`src/rtl/comm_uart_pkg.sv`:
```
// comm_uart_pkg: shared constants and FSM encodings for the
// host UART link (RX byte engine, packet assembler, ticket sender).
package comm_uart_pkg;

    localparam int WORK_BYTES        = 44;
    localparam int TICKET_BYTES      = 4;
    localparam int GOLDEN_FIFO_DEPTH = 8;
    localparam int WORK_BITS         = WORK_BYTES * 8;

    typedef enum logic [1:0] {
        RX_IDLE,
        RX_START,
        RX_DATA,
        RX_STOP
    } rx_state_t;

    typedef enum logic [1:0] {
        TX_IDLE,
        TX_LOAD,
        TX_SEND
    } tx_state_t;

    function automatic int bit_clks(input int freq, input int baud);
        return freq / baud;
    endfunction

endpackage

```
`src/rtl/comm_uart_if.sv`:
```
// comm_uart_if: pipeline-side bundle of the host link
// (ticket strobe in, new work out).
interface comm_uart_if;

    logic         rx_new_golden_ticket;
    logic [31:0]  rx_golden_ticket;
    logic         tx_new_work;
    logic [255:0] tx_midstate;
    logic [95:0]  tx_blockdata;

    modport master (
        output rx_new_golden_ticket,
        output rx_golden_ticket,
        input  tx_new_work,
        input  tx_midstate,
        input  tx_blockdata
    );

    modport slave (
        input  rx_new_golden_ticket,
        input  rx_golden_ticket,
        output tx_new_work,
        output tx_midstate,
        output tx_blockdata
    );

endinterface

```
`src/rtl/comm_uart_rx_byte.sv`:
```
// comm_uart_rx_byte: 8N1 receiver, 2-flop synchroniser plus
// start/data/stop FSM sampling at bit centres.
module comm_uart_rx_byte
    import comm_uart_pkg::*;
#(
    parameter int BIT_CLKS = 868
) (
    input  logic       clk,
    input  logic       rst_n,
    input  logic       rx,
    output logic [7:0] data,
    output logic       valid,
    output logic       frame_err,
    output logic       busy
);

    localparam int TW = $clog2(BIT_CLKS + 1);
    localparam logic [TW-1:0] LAST = TW'(BIT_CLKS - 1);
    localparam logic [TW-1:0] HALF = TW'(BIT_CLKS / 2 - 1);

    rx_state_t     state;
    logic [2:0]    sync;
    logic [TW-1:0] timer;
    logic [2:0]    bit_cnt;
    logic [7:0]    shift;
    logic          line;
    logic          fall;

    // sync[1:0] is the synchroniser, sync[2] the previous sample
    assign line = sync[1];
    assign fall = sync[2] & ~sync[1];
    assign busy = (state != RX_IDLE);

    always_ff @(posedge clk or negedge rst_n) begin
        if (!rst_n) begin
            sync <= 3'b111;
        end else begin
            sync <= {sync[1:0], rx};
        end
    end

    always_ff @(posedge clk or negedge rst_n) begin
        if (!rst_n) begin
            state     <= RX_IDLE;
            timer     <= '0;
            bit_cnt   <= '0;
            shift     <= '0;
            data      <= '0;
            valid     <= 1'b0;
            frame_err <= 1'b0;
        end else begin
            valid     <= 1'b0;
            frame_err <= 1'b0;
            unique case (state)
                RX_IDLE: begin
                    if (fall) begin
                        state <= RX_START;
                        timer <= '0;
                    end
                end
                RX_START: begin
                    if (timer == HALF) begin
                        timer   <= '0;
                        bit_cnt <= '0;
                        state   <= line ? RX_IDLE : RX_DATA;
                    end else begin
                        timer <= timer + 1'b1;
                    end
                end
                RX_DATA: begin
                    if (timer == LAST) begin
                        timer   <= '0;
                        shift   <= {line, shift[7:1]};
                        bit_cnt <= bit_cnt + 1'b1;
                        if (bit_cnt == 3'd7) begin
                            state <= RX_STOP;
                        end
                    end else begin
                        timer <= timer + 1'b1;
                    end
                end
                RX_STOP: begin
                    if (timer == LAST) begin
                        timer <= '0;
                        state <= RX_IDLE;
                        if (line) begin
                            data  <= shift;
                            valid <= 1'b1;
                        end else begin
                            frame_err <= 1'b1;
                        end
                    end else begin
                        timer <= timer + 1'b1;
                    end
                end
                default: state <= RX_IDLE;
            endcase
        end
    end

endmodule

```
`src/rtl/comm_uart_core.sv`:
```
// comm_uart_core: host UART link, work packet assembly and ticket TX.
// Define GOLDEN_FIFO_EN for an 8-deep ticket FIFO instead of one slot.
module comm_uart_core
    import comm_uart_pkg::*;
#(
    parameter int comm_clk_frequency = 100000000,
    parameter int baud_rate          = 115200,
    parameter int rx_timeout_bits    = 100
) (
    input  logic       comm_clk,
    input  logic       reset_n,
    input  logic       uart_rx,
    output logic       uart_tx,
    comm_uart_if.slave bus
);

    localparam int BIT_CLKS = bit_clks(comm_clk_frequency, baud_rate);
    localparam int TW       = $clog2(BIT_CLKS + 1);
    localparam int TO_CLKS  = rx_timeout_bits * BIT_CLKS;
    localparam int TOW      = $clog2(TO_CLKS + 1);

    localparam logic [TW-1:0]  LAST      = TW'(BIT_CLKS - 1);
    localparam logic [TOW-1:0] TO_LAST   = TOW'(TO_CLKS - 1);
    localparam logic [5:0]     LAST_WORK = 6'(WORK_BYTES - 1);
    localparam logic [1:0]     LAST_BYTE = 2'(TICKET_BYTES - 1);

    logic [7:0] rx_data;
    logic       rx_valid;
    logic       rx_frame_err;
    logic       rx_busy;

    comm_uart_rx_byte #(
        .BIT_CLKS (BIT_CLKS)
    ) u_rx (
        .clk       (comm_clk),
        .rst_n     (reset_n),
        .rx        (uart_rx),
        .data      (rx_data),
        .valid     (rx_valid),
        .frame_err (rx_frame_err),
        .busy      (rx_busy)
    );

    logic [WORK_BITS-1:0] work;
    logic [5:0]           byte_cnt;
    logic [TOW-1:0]       idle_cnt;
    logic                 done;

    always_ff @(posedge comm_clk or negedge reset_n) begin
        if (!reset_n) begin
            work     <= '0;
            byte_cnt <= '0;
            idle_cnt <= '0;
            done     <= 1'b0;
        end else begin
            done <= 1'b0;
            if (rx_frame_err) begin
                byte_cnt <= '0;
                idle_cnt <= '0;
            end else if (rx_valid) begin
                work     <= {work[WORK_BITS-9:0], rx_data};
                idle_cnt <= '0;
                if (byte_cnt == LAST_WORK) begin
                    byte_cnt <= '0;
                    done     <= 1'b1;
                end else begin
                    byte_cnt <= byte_cnt + 1'b1;
                end
            end else if (rx_busy || byte_cnt == '0) begin
                idle_cnt <= '0;
            end else if (idle_cnt == TO_LAST) begin
                // host went quiet mid-packet: drop the partial work
                byte_cnt <= '0;
                idle_cnt <= '0;
            end else begin
                idle_cnt <= idle_cnt + 1'b1;
            end
        end
    end

    always_ff @(posedge comm_clk or negedge reset_n) begin
        if (!reset_n) begin
            bus.tx_new_work  <= 1'b0;
            bus.tx_midstate  <= '0;
            bus.tx_blockdata <= '0;
        end else begin
            bus.tx_new_work <= done;
            if (done) begin
                bus.tx_midstate  <= work[WORK_BITS-1:96];
                bus.tx_blockdata <= work[95:0];
            end
        end
    end

    tx_state_t     tx_state;
    logic          avail;
    logic [31:0]   head;
    logic          take;

    assign take = (tx_state == TX_IDLE) && avail;

`ifdef GOLDEN_FIFO_EN
    localparam int PW = $clog2(GOLDEN_FIFO_DEPTH);
    localparam int CW = PW + 1;

    logic [31:0]   fifo [GOLDEN_FIFO_DEPTH];
    logic [PW-1:0] wr_ptr;
    logic [PW-1:0] rd_ptr;
    logic [CW-1:0] count;
    logic          empty;
    logic          push;
    logic          pop;

    // an idle sender with an empty FIFO takes the strobe directly
    assign empty = (count == '0);
    assign avail = !empty || bus.rx_new_golden_ticket;
    assign head  = empty ? bus.rx_golden_ticket : fifo[rd_ptr];
    assign pop   = take && !empty;
    assign push  = bus.rx_new_golden_ticket && !(take && empty)
                   && (count != CW'(GOLDEN_FIFO_DEPTH));

    always_ff @(posedge comm_clk or negedge reset_n) begin
        if (!reset_n) begin
            for (int i = 0; i < GOLDEN_FIFO_DEPTH; i++) begin
                fifo[i] <= '0;
            end
            wr_ptr <= '0;
            rd_ptr <= '0;
            count  <= '0;
        end else begin
            if (push) begin
                fifo[wr_ptr] <= bus.rx_golden_ticket;
                wr_ptr       <= wr_ptr + 1'b1;
            end
            if (pop) begin
                rd_ptr <= rd_ptr + 1'b1;
            end
            count <= count + {{PW{1'b0}}, push} - {{PW{1'b0}}, pop};
        end
    end
`else
    assign avail = bus.rx_new_golden_ticket;
    assign head  = bus.rx_golden_ticket;
`endif

    logic [TW-1:0] tx_timer;
    logic [3:0]    tx_bit;
    logic [1:0]    tx_byte;
    logic [9:0]    frame;
    logic [31:0]   word;

    always_ff @(posedge comm_clk or negedge reset_n) begin
        if (!reset_n) begin
            tx_state <= TX_IDLE;
            uart_tx  <= 1'b1;
            tx_timer <= '0;
            tx_bit   <= '0;
            tx_byte  <= '0;
            frame    <= '1;
            word     <= '0;
        end else begin
            unique case (tx_state)
                TX_IDLE: begin
                    if (take) begin
                        word     <= head;
                        tx_state <= TX_LOAD;
                    end
                end
                TX_LOAD: begin
                    frame    <= {1'b1, word[7:0], 1'b0};
                    word     <= {8'h00, word[31:8]};
                    uart_tx  <= 1'b0;
                    tx_timer <= '0;
                    tx_bit   <= '0;
                    tx_byte  <= '0;
                    tx_state <= TX_SEND;
                end
                TX_SEND: begin
                    if (tx_timer != LAST) begin
                        tx_timer <= tx_timer + 1'b1;
                    end else begin
                        tx_timer <= '0;
                        if (tx_bit != 4'd9) begin
                            frame   <= {1'b0, frame[9:1]};
                            uart_tx <= frame[1];
                            tx_bit  <= tx_bit + 1'b1;
                        end else if (tx_byte == LAST_BYTE) begin
                            tx_state <= TX_IDLE;
                        end else begin
                            frame   <= {1'b1, word[7:0], 1'b0};
                            word    <= {8'h00, word[31:8]};
                            uart_tx <= 1'b0;
                            tx_bit  <= '0;
                            tx_byte <= tx_byte + 1'b1;
                        end
                    end
                end
                default: tx_state <= TX_IDLE;
            endcase
        end
    end

endmodule

```
`src/flat_wrapper.sv`:
```
// flat-port wrapper written by rule: the top's interface ports become plain ports
module comm_uart_core_flat import comm_uart_pkg::*;
#(
    parameter int comm_clk_frequency = 100000000,
    parameter int baud_rate          = 115200,
    parameter int rx_timeout_bits    = 100
)
  (comm_clk, reset_n, uart_rx, uart_tx, bus_rx_new_golden_ticket, bus_rx_golden_ticket, bus_tx_new_work, bus_tx_midstate, bus_tx_blockdata);
  comm_uart_if bus_i ();
  input  logic comm_clk;
  input  logic reset_n;
  input  logic uart_rx;
  output logic uart_tx;
  input wire logic [$bits(bus_i.rx_new_golden_ticket)-1:0] bus_rx_new_golden_ticket;
  input wire logic [$bits(bus_i.rx_golden_ticket)-1:0] bus_rx_golden_ticket;
  output wire logic [$bits(bus_i.tx_new_work)-1:0] bus_tx_new_work;
  output wire logic [$bits(bus_i.tx_midstate)-1:0] bus_tx_midstate;
  output wire logic [$bits(bus_i.tx_blockdata)-1:0] bus_tx_blockdata;
  assign bus_i.rx_new_golden_ticket = bus_rx_new_golden_ticket;
  assign bus_i.rx_golden_ticket = bus_rx_golden_ticket;
  assign bus_tx_new_work = bus_i.tx_new_work;
  assign bus_tx_midstate = bus_i.tx_midstate;
  assign bus_tx_blockdata = bus_i.tx_blockdata;
  comm_uart_core #(.comm_clk_frequency(comm_clk_frequency), .baud_rate(baud_rate), .rx_timeout_bits(rx_timeout_bits)) u_core (.comm_clk(comm_clk), .reset_n(reset_n), .uart_rx(uart_rx), .uart_tx(uart_tx), .bus(bus_i));
endmodule
```
`config.mk`:
```
export PLATFORM = sky130hd
export DESIGN_NAME = comm_uart_core_flat
export DESIGN_NICKNAME = d
export VERILOG_FILES = /design/src/rtl/comm_uart_pkg.sv /design/src/rtl/comm_uart_if.sv /design/src/rtl/comm_uart_rx_byte.sv /design/src/rtl/comm_uart_core.sv /design/src/flat_wrapper.sv
export SDC_FILE = /design/constraint.sdc
export NUM_CORES = 1
export LEC_CHECK = 0
export CAP_MARGIN = 20
export CELL_PAD_IN_SITES_DETAIL_PLACEMENT = 0
export CELL_PAD_IN_SITES_GLOBAL_PLACEMENT = 2
export CORE_MARGIN = 1
export CORE_UTILIZATION = 37
export CTS_CLUSTER_DIAMETER = 30
export DETAILED_ROUTE_END_ITERATION = 8
export GPL_TIMING_DRIVEN = 0
export MAX_ROUTING_LAYER = met4
export PLACE_DENSITY = 0.89
export SLEW_MARGIN = 0
export SYNTH_ARGS = -nofsm -noshare
export SYNTH_HDL_FRONTEND = slang
export SYNTH_SLANG_ARGS = --single-unit
```
`constraint.sdc`:
```
create_clock -name comm_clk -period 2.96 [get_ports comm_clk]
set_input_delay 0.74 -clock comm_clk [delete_from_list [all_inputs] [get_ports comm_clk]]
set_output_delay 0.74 -clock comm_clk [all_outputs]
set_load 0.005 [all_outputs]
```
==> metrics.txt, run 1 <==
synth warn 0; Reg2Reg Capture Point u_core.bus.tx_midstate[89]; CP arrival 3.39 ns; CP Class flop to flop; CTS tree built; Synth area leader dfrtp_1; mux cell area share after synthesis 0.1528; fin nets 3412; share of cells above drive strength 1 0.2235; clock skew 0.03853 ns; Post-synth top cells nand2_1 (1097), dfrtp_1 (812), mux2_2 (425); Final Setup Violations 0; Async SR Flop Fraction 1.000; fillers 7474; pin count of the biggest net entering global routing 119; Skew-Pair Late Insertion Delay 0.74 ns; FF+latch area 0.02066 sq mm; Die ar. 0.08781 sq mm; Total GRT Usage 0.1972; Lkg Pwr 21.97 nW; core outline area 0.08555 sq mm; WL/cell 17.68 um; worst min path class primary input to async pin; Initial DRC Count 1325; Power Dens Cells 803.7 mW/mm^2; Ports 390; cell area after synthesis 0.03205 sq mm; final weighted congestion in routability-driven placement 0.8034; first-pass GRT wire length 130500 um; Tcrit/Tclk final 0.9436; CTS Buf Count 181; Synth Area in Adders 0.006246; CP startpoint kind flop; Syn Area/Cell 11.53 sq um; Synth Instances 2781; largest family of logic cells by synthesized area simple AND/OR/NAND/NOR gates; routed vias/inst 4.688; R2R depth 4; crit path max fanout 11; Yosys reg bits 825; vias 21830; most area-consuming cells after synthesis dfrtp_1 (63%), mux2_2 (15%), nand2_1 (13%); complex-gate fraction of the synthesized area 0.01643; Worst R2R Start u_core.done; antenna violations before repair 0; top cell type's share of synthesized area 0.6339; Starting Density 0.3747; most frequent cell after synthesis nand2_1; minimum clock period after layout 2.793 ns; slack of the worst reg-to-reg path 0.17 ns; Final Total Pwr 35.56 mW; GR Overflow Total 0; sequential fraction of the synthesis area 0.6446; DRC Markers 0; CP Capture Type flop; Worst slew margin 0.3052; number of buffers added on ports 389; die height 296.3 um; required time worst endpoint 3.55 ns; max_cap viols 0; final wirelength 82360 um; Area Overhead vs Synth 38.03%; simple-gate area share of the yosys netlist 0.1539; Unique masters post-synth 61; Final ANT Viol Nets 0; vias in the first global route 22910; RSZ-0062 raised after global routing false; syn_nets 2833; router iterations before antenna repair 5; Die Wd 296.3 um; Max Fclk 0.3580 GHz; H-tree Lvls 4; HPWL after DPL 56530 um; area occupied by multi-input gates 0.01077 sq mm; XOR/XNOR share of the synthesized area 0.006558; Synth Flop Type dfrtp_1; clk sink count 825; Row Count 107; WHS 0.1045 ns; clock-pin slew on the worst setup and hold paths 0.04 ns; Max Root-Sink Buffers 3; Slew @ Worst Pin 1.033 ns; Max IR drop VDD 0.5973 mV; Root Driver clkbuf_16; status completed; fin. max-slew vios 0; final hold vios 0; Post-synth EDFFs 0
-- registers in the layout, indices dropped and copies added (netlist names), 8 cells and up, named ones only --
name	count
u_core.bus.tx_midstate	256
u_core.word	32
u_core.work	352
u_core.u_rx.data	8
u_core.u_rx.timer	10
u_core.idle_cnt	17
u_core.u_rx.shift	8
u_core.frame	9
u_core.tx_timer	10
u_core.bus.tx_blockdata	96
-- through the flow --
stage / area, sq um / TNS, ns / std cells / util / setup slack, ns
floorplan: 32050 / 0 / 2781 / - / 0.4132
CTS: 44230 / 0 / 4656 / 0.5170 / 0.004766
finish: 44240 / 0 / 4657 / 0.5172 / 0.1669
global route: 44240 / 0 / 4656 / 0.5171 / 0.005124
global placement: 37380 / - / 4314 / 0.4369 / -36.98
detailed placement: 37580 / -3.712 / 4321 / 0.4392 / -0.2003
-- critical path, stage by stage, from the launching register on --
cell	delay [ns]
dfrtp_1	0.34
clkdlybuf4s15_1	0.62
clkbuf_1	0.67
clkbuf_1	0.58
mux2_2	0.41
-- per-layer routing --
| metal | global-route usage | share of wire |
|---|---|---|
| met5 | - | 0 |
| met4 | 0.07254 | 0.027 |
| met3 | 0.04588 | 0.051 |
| met2 | 0.3043 | 0.48 |
| met1 | 0.2534 | 0.44 |
-- power breakdown --
group          total (mW)  internal (mW)  switching, mW
Clock                21.2           14.7           6.56
Sequential           12.0           11.8          0.240
Combinational        2.33           1.13           1.21
-- worst max path at each step --
| stage | cells past startpoint | slack (ns) | from | endpoint |
|---|---|---|---|---|
| 2_1_floorplan | 6 | 0.41 | u_core.tx_timer[7] | u_core.word[10] |
| 3_3_place_gp | 1 | -36.98 | reset_n | u_core.bus.tx_midstate[209] |
| 3_5_place_dp | 4 | -0.20 | u_core.done | u_core.bus.tx_midstate[72] |
| 4_1_cts | 4 | 0.005 | u_core.done | u_core.bus.tx_midstate[231] |
| 5_1_grt | 4 | 0.005 | u_core.done | u_core.bus.tx_midstate[89] |
| 6_report | 4 | 0.17 | u_core.done | u_core.bus.tx_midstate[89] |
-- kinds of logic (layout without fill, tap and decap cells) --
| kind of cell | after synthesis | in the layout |
|---|---|---|
| compound gates | 78 | 78 |
| xor+xnor | 24 | 24 |
| fa+ha+maj | 16 | 16 |
| buf+inv | 160 | 891 |
| flops | 825 | 825 |
| mux | 436 | 436 |
| other cells | 0 | 1 |
| simple gates | 1242 | 1242 |
-- area by class of cell --
| type | instances | share of cell area |
|---|---|---|
| Sequential cell | 825 | 0.4670 |
| Multi-Input combinational cell | 1796 | 0.2435 |
| Clock buffer | 240 | 0.1174 |
| Timing Repair Buffer | 396 | 0.09247 |
| Clock inverter | 95 | 0.03280 |
| Tap cell | 1144 | 0.03235 |
| Buffer | 139 | 0.01270 |
| Inverter | 21 | 0.001782 |
| Antenna cell | 1 | 0.00005656 |
-- cells in the final DEF (no fill, tap or decap), drive strengths merged, types with 4 or more instances in the layout --
master	count
nand2b	8
buf	20
a21oi	4
o21ai	36
nor2	45
a211o	4
mux2	426
mux2i	10
and2	5
or4	5
or3	5
nor4	12
o211ai	6
inv	26
o41ai	4
and3	4
nor3	8
clkinvlp	16
xnor2	19
nor2b	9
ha	16
nand4	12
nand3	16
nand2	1097
xor2	5
dfrtp	812
bufinv	27
clkdlybuf4s50	388
clkbuf	366
clkinv	47
dfstp	13
-- timing repair --
item,CTS,global route
resized for setup,5,11
gates cloned,0,0
endpoints found under the setup margin,77,31
setup buffers,0,0
hold buffers,0,0
(Power assumes the default switching activity.)
==> inputs of run 2 (changes only) <==
TNS_END_PERCENT = 50   (was unset)
==> results of run 2 <==
Final layout, timing and power as in run 1 (identical DEF).
